`config.mk`:
```
export PLATFORM = sky130hd
export DESIGN_NAME = eq_run_detector
export DESIGN_NICKNAME = d
export VERILOG_FILES = /design/src/rtl/eq_run_detector.sv
export SDC_FILE = /design/constraint.sdc
export NUM_CORES = 1
export LEC_CHECK = 0
export BUFFER_PORTS_ARGS = -buffer_cell sky130_fd_sc_hd__clkbuf_2
export CORE_UTILIZATION = 49
export CTS_CLUSTER_SIZE = 8
export DETAILED_ROUTE_END_ITERATION = 10
export GPL_TIMING_DRIVEN = 0
export PLACE_DENSITY_LB_ADDON = 0.05
export SYNTH_ARGS = -nofsm -noshare
export SYNTH_HDL_FRONTEND = slang
export SYNTH_SLANG_ARGS = --single-unit
```
`constraint.sdc`:
```
create_clock -name clk -period 3.8 [get_ports clk]
set_input_delay 0.57 -clock clk [delete_from_list [all_inputs] [get_ports clk]]
set_output_delay 0.57 -clock clk [all_outputs]
set_load 0.02 [all_outputs]
```
`src/rtl/eq_run_detector.sv`:
```
// eq_run_detector
// ---------------
// Watches a stream of qualified equality results and decides when the stream
// has "locked": RUN_LEN consecutive matches move SEARCH -> LOCKED, and
// MISS_TOL consecutive mismatches while locked move LOCKED -> SEARCH.
// Every output is a register, so the response to a sample appears the cycle
// after the edge that samples it.
//
// Sample qualification: eq is consumed only on cycles where valid is high.
// There is no backpressure; a cycle with valid low is ignored and leaves
// the state and counters as they are.
//
// Parameters
//   RUN_LEN   consecutive matches needed to lock           (1..15)
//   MISS_TOL  consecutive misses while locked to unlock     (1..15)
//
// Ports
//   clk           in   single clock, rising edge
//   rst_n         in   asynchronous active-low reset
//   valid         in   qualifies eq this cycle
//   eq            in   equality result from the upstream comparator
//   clear         in   synchronous restart to SEARCH (beats valid/eq)
//   locked        out  high while in LOCKED (this is the FSM state)
//   lock_pulse    out  one cycle on SEARCH -> LOCKED
//   unlock_pulse  out  one cycle on LOCKED -> SEARCH (never on clear)
//   run_cnt       out  consecutive-match count while searching
//   miss_cnt      out  consecutive-mismatch count while locked
//   match_total   out  16-bit saturating count of valid&eq cycles
//                      (present only when EQ_RUN_STATS_EN is defined)
//
// Optional feature macro: EQ_RUN_STATS_EN

module eq_run_detector #(
  parameter int RUN_LEN  = 4,
  parameter int MISS_TOL = 2
) (
  input  logic        clk,
  input  logic        rst_n,
  input  logic        valid,
  input  logic        eq,
  input  logic        clear,
  output logic        locked,
  output logic        lock_pulse,
  output logic        unlock_pulse,
  output logic [3:0]  run_cnt,
  output logic [3:0]  miss_cnt
`ifdef EQ_RUN_STATS_EN
  ,
  output logic [15:0] match_total
`endif
);

  localparam logic [0:0] ST_SEARCH = 1'b0;
  localparam logic [0:0] ST_LOCKED = 1'b1;

  // Counter values at which the next qualifying sample completes a run/miss.
  localparam logic [3:0] RUN_LAST  = 4'(RUN_LEN - 1);
  localparam logic [3:0] MISS_LAST = 4'(MISS_TOL - 1);

  logic [0:0] state_q, state_d;
  logic [3:0] run_cnt_q, run_cnt_d;
  logic [3:0] miss_cnt_q, miss_cnt_d;
  logic       lock_pulse_q, lock_pulse_d;
  logic       unlock_pulse_q, unlock_pulse_d;

  always_comb begin
    state_d        = state_q;
    run_cnt_d      = run_cnt_q;
    miss_cnt_d     = miss_cnt_q;
    lock_pulse_d   = 1'b0;
    unlock_pulse_d = 1'b0;

    if (clear) begin
      // Restart silently: no unlock_pulse even if we were locked.
      state_d    = ST_SEARCH;
      run_cnt_d  = 4'd0;
      miss_cnt_d = 4'd0;
    end else if (valid) begin
      case (state_q)
        ST_SEARCH: begin
          if (eq) begin
            if (run_cnt_q == RUN_LAST) begin
              state_d      = ST_LOCKED;
              run_cnt_d    = 4'd0;
              miss_cnt_d   = 4'd0;
              lock_pulse_d = 1'b1;
            end else begin
              run_cnt_d = run_cnt_q + 4'd1;
            end
          end else begin
            run_cnt_d = 4'd0;
          end
        end
        default: begin // ST_LOCKED
          if (eq) begin
            miss_cnt_d = 4'd0;
          end else if (miss_cnt_q == MISS_LAST) begin
            // The unlocking miss is consumed here and does not seed a new run.
            state_d        = ST_SEARCH;
            run_cnt_d      = 4'd0;
            miss_cnt_d     = 4'd0;
            unlock_pulse_d = 1'b1;
          end else begin
            miss_cnt_d = miss_cnt_q + 4'd1;
          end
        end
      endcase
    end
  end

  always_ff @(posedge clk or negedge rst_n) begin
    if (!rst_n) begin
      state_q        <= ST_SEARCH;
      run_cnt_q      <= 4'd0;
      miss_cnt_q     <= 4'd0;
      lock_pulse_q   <= 1'b0;
      unlock_pulse_q <= 1'b0;
    end else begin
      state_q        <= state_d;
      run_cnt_q      <= run_cnt_d;
      miss_cnt_q     <= miss_cnt_d;
      lock_pulse_q   <= lock_pulse_d;
      unlock_pulse_q <= unlock_pulse_d;
    end
  end

  assign locked       = (state_q == ST_LOCKED);
  assign lock_pulse   = lock_pulse_q;
  assign unlock_pulse = unlock_pulse_q;
  assign run_cnt      = run_cnt_q;
  assign miss_cnt     = miss_cnt_q;

`ifdef EQ_RUN_STATS_EN
  logic [15:0] match_total_q, match_total_d;

  always_comb begin
    match_total_d = match_total_q;
    if (clear) begin
      match_total_d = 16'd0;
    end else if (valid && eq && (match_total_q != 16'hFFFF)) begin
      match_total_d = match_total_q + 16'd1;
    end
  end

  always_ff @(posedge clk or negedge rst_n) begin
    if (!rst_n) begin
      match_total_q <= 16'd0;
    end else begin
      match_total_q <= match_total_d;
    end
  end

  assign match_total = match_total_q;
`endif

endmodule
```
==> results of run 1 <==
kinds of logic after synthesis:
logic type,after synthesis,share of synthesized area
AOI/OAI and AO/OA,20,0.1958
adders and majority gates,3,0.05815
buffers and inverters,6,0.04651
DFF,11,0.4264
and+or+nand+nor,27,0.2733
metal layers:
layer,GRT usage,vias to the layer above,part of all wire
li1,-,288,-
met1,0.3139,263,0.51
met2,0.3093,19,0.43
met3,0.03488,4,0.045
met4,0.1071,0,0.016
met5,0,-,0
final timing paths:
| path | depth (start not counted) | slack (ps) | start | endpoint |
|---|---|---|---|---|
| setup / recovery | 6 | 2050 | miss_cnt[1] | run_cnt[1] |
| hold / removal | 1 | 160 | rst_n | locked |
| setup reg to reg | 6 | 2050 | miss_cnt[1] | run_cnt[1] |
| hold reg to reg | 1 | 540 | miss_cnt[3] | miss_cnt[3] |
| max in group asynchronous | 1 | 3420 | rst_n | run_cnt[0] |
| min in group clk | 1 | 540 | miss_cnt[3] | miss_cnt[3] |
Yosys cell counts, drive strengths merged (2+ instances only):
cell type  number  area (µm²)
clkbuf          2       7.510
a21o            2       15.01
nand3           2       10.01
ha              3       37.54
a21oi           3       15.01
o21ai           6       30.03
nor2            4       15.01
nand3b          2       15.01
inv             3       11.26
nor3b           5       42.54
nand2           3       11.26
dfrtp          11       275.3
a31oi           3       18.77
state kept, by name, indices dropped and copies added, names as in the netlist:
name	count
miss_cnt	4
run_cnt	4
lock_pulse	1
locked	1
unlock_pulse	1
report_power, final:
group	switching [W]	leakage [nW]	internal (W)
clock network	0.0000391	0.0150	0.0000406
registers	0.00000149	0.153	0.000118
logic	0.0000125	0.222	0.00000703
through the flow:
| step | worst slack [ps] | util | hold WS (ps) |
|---|---|---|---|
| 6_report | 2054 | 0.6528 | 161.3 |
| 5_1_grt | 1864 | 0.6528 | 181.1 |
| 4_1_cts | 2070 | 0.6528 | 174.3 |
| 3_5_place_dp | 2048 | 0.6303 | 465.4 |
| 3_3_place_gp | 2066 | 0.6303 | 459.5 |
| 2_1_floorplan | 2183 | - | 274.4 |
final cells by class:
cell class,instances,area (µm²),share of cell area
repair buffers,15,75.07,0.09820
well taps,14,17.52,0.02291
flip-flops and latches,11,275.3,0.3601
clock buffers,4,26.28,0.03437
inverters,3,11.26,0.01473
plain buffers,3,18.77,0.02455
multi-input cells,50,340.3,0.4452
critical path, stage by stage (launching register included):
cell	delay, ps
dfrtp_1	420
inv_1	90
ha_1	150
nor3b_1	460
o21ai_0	210
a22oi_1	220
nor2_1	60
==> metrics.log, run 1 <==
INFO  metric status = completed
INFO  metric grt_first_pass_wirelength = around 2200 µm
INFO  metric drt_wl_total = approximately 1300 µm
INFO  metric instances_no_fill = 100
INFO  metric setup.worst_path.end_class = flop
INFO  metric antenna_cells_inserted = 0
INFO  metric maxSlewViolCount = 0
INFO  metric detailedRoute.firstIterationViolations = 13
INFO  metric track_usage = 0.2174
INFO  metric layout_commonest_cell = clkbuf_2
INFO  metric top_ff_cell_synth = dfrtp_1
INFO  metric placedCellCount = 96
INFO  metric most-common-layout-cells = 15 x clkbuf_2, 11 x dfrtp_1, 6 x o21ai_0
INFO  metric cts_hold_buffers = 0
INFO  metric detail_route.drc_violations = 0
INFO  metric postSynthAreaPerCell = approximately 9.6 µm²
INFO  metric syn_nets = 75
INFO  metric grt_overflow_total = 0
INFO  metric synth-edff-count = 0
INFO  metric p_leak = between 0.3 and 0.4 nW
INFO  metric timing.setup.tns = 0 ps
INFO  metric ys_seq_area_frac = 0.4264
INFO  metric drt.antenna.violating_nets = 0
INFO  metric max-vdd-ir-drop = 0.1980 mV
INFO  metric async_reset_ff_frac = 1.000
INFO  metric post-route-cell-area = 764.5 µm²
INFO  metric via_per_inst = 5.740
INFO  metric buffer_ports.inserted = 15
INFO  metric final_hold_violation_count = 0
INFO  metric cts_max_path_buffers = 2
INFO  metric totalPowerFinal = 0.0002186 W
INFO  metric area.growth.synth_to_final = 18.41%
INFO  metric clock_skew = approximately 5.3 ps
INFO  metric finalCritPeriodShare = 0.4594
INFO  metric rsz_0062_raised_after_global_routing = false
INFO  metric arrival = about 1900 ps
INFO  metric min_path_type = in2async
INFO  metric layout.filler_cells = around 110
INFO  metric clk_latency = 270 ps
INFO  metric netlist_instances = 67
INFO  metric globalplace.congestion = slightly above 0.8
INFO  metric final_period_minus_worst_setup_slack = 1746 ps
INFO  metric routed_via_count = between 500 and 600
INFO  metric detail_route.first_pass.iterations = 4
INFO  metric setup_repair_bufs_after_cts = 0
INFO  metric syn_area = 645.6 µm²
INFO  metric number_of_cts_inserted_buffers = 3
INFO  metric floorplan.die_area = roughly 0.0015 mm²
INFO  metric placementRows = 12
INFO  metric dpl_cell_area = around 740 µm²
INFO  metric die_y_extent = between 30 and 40 µm
INFO  metric route.detailed.wl_per_inst = about 13 µm
INFO  metric io-pin-count = 16
INFO  metric setup_viol = 0
INFO  metric first_global_vias = between 400 and 500
INFO  metric cts.sink_count = 11
INFO  metric slew_at_the_pin_closest_to_its_max_slew_limit = between 500 and 600 ps
INFO  metric pwr_density_cell = ~290 mW/mm²
INFO  metric cap_viol_max_count = 0
INFO  metric critPathLaunchType = flop
INFO  metric nNetsFinal = between 90 and 100
INFO  metric htreeDepth = 1
INFO  metric synth_cell_types = 33
INFO  metric yosysWarnings = 0
INFO  metric dp_hpwl = a little under 1000 µm
INFO  metric initial_antenna_violation_count = 0
INFO  metric cts_root_buf = clkbuf_4
INFO  metric path_class = reg2reg
INFO  metric clock_pin_slew_worst_setup_and_hold_paths = ~70 ps
INFO  metric cts_repair_resize_count = 0
INFO  metric fmaxAchievable = roughly 570 MHz
INFO  metric synth_seq_cells = 11
INFO  metric tritoncts = built
INFO  metric largest_net_degree_at_the_start_of_global_routing = 12
INFO  metric cp.required = a little under 4000 ps
INFO  metric timing.critical_path.fanout_max = 6
INFO  metric drive_gt1_frac = 0.2674
INFO  metric initial_utilization = 0.5513
INFO  metric floorplan.die.width = ~38 µm
INFO  metric timing.max_slew.rel_slack = 0.6471
INFO  metric core_area = ~0.0012 mm²
Power figures use the tool's default switching activity.
==> inputs of run 2 (changes only) <==
--- a/config.mk
+++ b/config.mk
@@ -5,8 +5,9 @@
 export SDC_FILE = /design/constraint.sdc
 export NUM_CORES = 1
 export LEC_CHECK = 0
+export ABC_AREA = 1
 export BUFFER_PORTS_ARGS = -buffer_cell sky130_fd_sc_hd__clkbuf_2
-export CORE_UTILIZATION = 49
+export CORE_UTILIZATION = 45
 export CTS_CLUSTER_SIZE = 8
 export DETAILED_ROUTE_END_ITERATION = 10
 export GPL_TIMING_DRIVEN = 0
==> constraint.sdc (replaced) <==
create_clock -name clk -period 1.6 [get_ports clk]
set_input_delay 0.24 -clock clk [delete_from_list [all_inputs] [get_ports clk]]
set_output_delay 0.24 -clock clk [all_outputs]
set_load 0.02 [all_outputs]
==> metrics.log, run 2 <==
INFO  metric cpMostUsedCell = nand2_1
INFO  metric crit_chain = ha_1 -> nand2_1 -> nor2_1 -> nand2_2 -> nand2_4 -> nand2_1 -> nand2_1 -> nand2_1 -> inv_1
INFO  metric p_leak = 0.4495 nW (+15%)
INFO  metric ys_seq_area_frac = 0.4198 (-0.006509)
INFO  metric timing.hold.ws = 224.0 ps (+62.70 ps)
INFO  metric synth_largest_area_cell = dfrtp_1
INFO  metric clock_skew = 1.355 ps (-3.949 ps)
INFO  metric cap_viol_max_count = 0 (unchanged)
INFO  metric final_hold_violation_count = 0 (unchanged)
INFO  metric maxSlewViolCount = 0 (unchanged)
INFO  metric timing.max_slew.rel_slack = 0.7730 (+0.1258)
INFO  metric io-pin-count = 16 (unchanged)
INFO  metric globalplace.congestion = 0.7848 (-2.7%)
INFO  metric synth_seq_cells = 11 (unchanged)
INFO  metric largest_net_degree_at_the_start_of_global_routing = 12 (unchanged)
INFO  metric antenna_cells_inserted = 0 (unchanged)
INFO  metric route.detailed.wl_per_inst = 9.884 µm (-25%)
INFO  metric cts_max_path_buffers = 2 (unchanged)
INFO  metric synth_top_family_by_area = simple AND/OR/NAND/NOR gates
INFO  metric floorplan.die_area = 0.001614 mm² (+10%)
INFO  metric finalCritPeriodShare = 0.8274 (+0.3679)
INFO  metric netlist_top_cells_count = 24 x nand2_1, 12 x inv_1, 11 x dfrtp_1
INFO  metric clk_latency = 260 ps (about the same)
INFO  metric crit_buf_inv = 1 (unchanged)
INFO  metric cp.required = 1770 ps (-2170 ps)
INFO  metric via_per_inst = 4.653 (-19%)
INFO  metric critPathMaxStageDelay = 430 ps (-30 ps)
INFO  metric buffer_ports.inserted = 15 (unchanged)
INFO  metric cts_root_buf = clkbuf_4
INFO  metric first_global_vias = 429 (-13%)
INFO  metric totalPowerFinal = 0.0005424 W (+150%)
INFO  metric setup_viol = 0 (unchanged)
INFO  metric slowest_stage = dfrtp_1
INFO  metric layout_commonest_cell = nand2_1
INFO  metric final-seq-area = 275.3 µm² (unchanged)
INFO  metric detail_route.drc_violations = 0 (unchanged)
INFO  metric cts.sink_count = 11 (unchanged)
INFO  metric top_ff_cell_synth = dfrtp_1
INFO  metric die_y_extent = 40.17 µm (+4.9%)
INFO  metric final_period_minus_worst_setup_slack = 1324 ps (-422.0 ps)
INFO  metric pwr_density_cell = 690.3 mW/mm² (+140%)
INFO  metric status = completed
INFO  metric adder_and_majority_cell_fraction_of_the_synthesized_area = 0.05725 (-0.0008876)
INFO  metric syn_area = 655.6 µm² (+1.6%)
INFO  metric dp_hpwl = 888.3 µm (-10%)
INFO  metric area.growth.synth_to_final = 19.85%
INFO  metric setup_repair_bufs_after_cts = 0 (unchanged)
INFO  metric netlist_instances = 86 (+28%)
INFO  metric grt_first_pass_wirelength = 1800 µm (-16%)
INFO  metric detailedRoute.firstIterationViolations = 10 (-3)
INFO  metric setup.worst_path.end_class = flop
INFO  metric max-vdd-ir-drop = 0.4258 mV (+120%)
INFO  metric timing.critical_path.max_delay_family = simple AND/OR/NAND/NOR gates
INFO  metric drt_wl_total = 1196 µm (-9.0%)
INFO  metric critPathLaunchType = flop
INFO  metric synth_cell_types = 19 (-42%)
INFO  metric drt.antenna.violating_nets = 0 (unchanged)
INFO  metric synth.area.top_cells = dfrtp_1 42%, nand2_1 14%, inv_1 6.9%
INFO  metric floorplan.die.width = 40.17 µm (+4.9%)
INFO  metric synth_simple_gate_area_frac = 0.3263 (+0.05308)
INFO  metric tritoncts = built
INFO  metric htreeDepth = 1 (unchanged)
INFO  metric initial_antenna_violation_count = 0 (unchanged)
INFO  metric grt_overflow_total = 0 (unchanged)
INFO  metric layout.filler_cells = 122 (+16%)
INFO  metric drive_gt1_frac = 0.2925 (+0.02501)
INFO  metric most-common-layout-cells = 24 x nand2_1, 15 x clkbuf_2, 12 x inv_1
INFO  metric synth_compound_area_frac = 0.07824 (-0.1175)
INFO  metric clock_pin_slew_worst_setup_and_hold_paths = 70 ps (about the same)
INFO  metric rsz_0062_raised_after_global_routing = false
INFO  metric syn_nets = 94 (+25%)
INFO  metric yosysWarnings = 0 (unchanged)
INFO  metric routed_via_count = 563 (-1.9%)
INFO  metric path_class = reg2reg
INFO  metric yosys.cell_count.top_type = nand2_1
INFO  metric slew_at_the_pin_closest_to_its_max_slew_limit = 340.6 ps (-187.6 ps)
INFO  metric core_area = 0.001334 mm² (+14%)
INFO  metric cts_repair_resize_count = 0 (unchanged)
INFO  metric synth-edff-count = 0 (unchanged)
INFO  metric muxShareOfSynthArea = 0 (unchanged)
INFO  metric min_path_type = in2reg
INFO  metric nNetsFinal = 115 (+21%)
INFO  metric placementRows = 13 (+1)
INFO  metric synth_xor_area_frac = 0.02672 (+0.02672)
INFO  metric timing.critical_path.fanout_max = 5 (-1)
INFO  metric track_usage = 0.1746 (-0.04282)
INFO  metric detail_route.first_pass.iterations = 4 (unchanged)
INFO  metric async_reset_ff_frac = 1.000 (unchanged)
INFO  metric multi_input_area = 320.3 µm² (-5.9%)
INFO  metric postSynthAreaPerCell = 7.624 µm² (-21%)
INFO  metric fmaxAchievable = 755.4 MHz (+32%)
INFO  metric initial_utilization = 0.4916 (-0.05972)
INFO  metric arrival = 1490 ps (-400 ps)
INFO  metric number_of_cts_inserted_buffers = 3 (unchanged)
INFO  metric portion_of_synthesized_cell_area_occupied_by_the_leading_cell_type = 0.4198 (-0.006509)
INFO  metric timing.setup.tns = 0 ps (unchanged)
run 2: worst paths after layout:
| path | startpoint | endpoint | slack [ps] | cells after the start |
|---|---|---|---|---|
| worst min register to register | run_cnt[1] | run_cnt[1] | 570 | 2 |
| worst max register to register | run_cnt[0] | miss_cnt[2] | 280 | 9 |
| min in group asynchronous | rst_n | lock_pulse | 380 | 2 |
| worst min-delay path | valid | unlock_pulse | 220 | 3 |
| max in group asynchronous | rst_n | miss_cnt[2] | 1010 | 2 |
| worst max-delay path | run_cnt[0] | miss_cnt[2] | 280 | 9 |
run 2: repair_timing:
item,in CTS,in global routing
hold buffers,1,0
setup endpoints to repair,0,0
hold endpoints to repair,11,0
run 2: power by group:
part | switching [W] | internal (W) | total (W) | leakage (nW)
clock network | 0.0000942 | 0.0000964 | 0.000191 | 0.0150
registers | 0.00000617 | 0.000283 | 0.000289 | 0.153
logic | 0.0000419 | 0.0000211 | 0.0000630 | 0.282
total | 0.000142 | 0.000400 | 0.000542 | 0.450
run 2: through the flow:
step | worst slack [ps] | std cells | utilization | cell area, µm²
finish | 276.2 | 121 | 0.5891 | 785.8
global route | 135.6 | 121 | 0.5891 | 785.8
CTS | 264.4 | 121 | 0.5891 | 785.8
detailed placement | 280.9 | 116 | 0.5619 | 749.5
global placement | 294.3 | 116 | 0.5619 | 749.5
floorplan | 285.9 | 86 | - | 655.6
run 2: cells by family (layout without fill, tap and decap cells):
group	Yosys count	in the layout
buffers and inverters	16	36
adder cells (fa/ha/maj)	3	3
XOR/XNOR	2	2
AO/OA/AOI/OAI	8	8
AND/OR/NAND/NOR	46	46
flip-flops	11	11
run 2: worst reg2reg max path: cells and delay by family (launching register included):
family | cells | cell delay [ps]
buffers and inverters | 1 | 30
AND/OR/NAND/NOR | 7 | 530
adder cells (fa/ha/maj) | 1 | 240
flip-flops | 1 | 430
run 2: cell type report:
cell class	count	share of cell area
inverters	16	0.07643
flip-flops and latches	11	0.3503
repair buffers	16	0.1083
multi-input cells	59	0.4076
clock buffers	4	0.03344
well taps	15	0.02389
run 2: routing by layer:
metal	global-route usage	routed length (µm)
met1	0.2544	618
met2	0.2379	513
met3	0.03333	54
met4	0.1000	10
met5	0	0
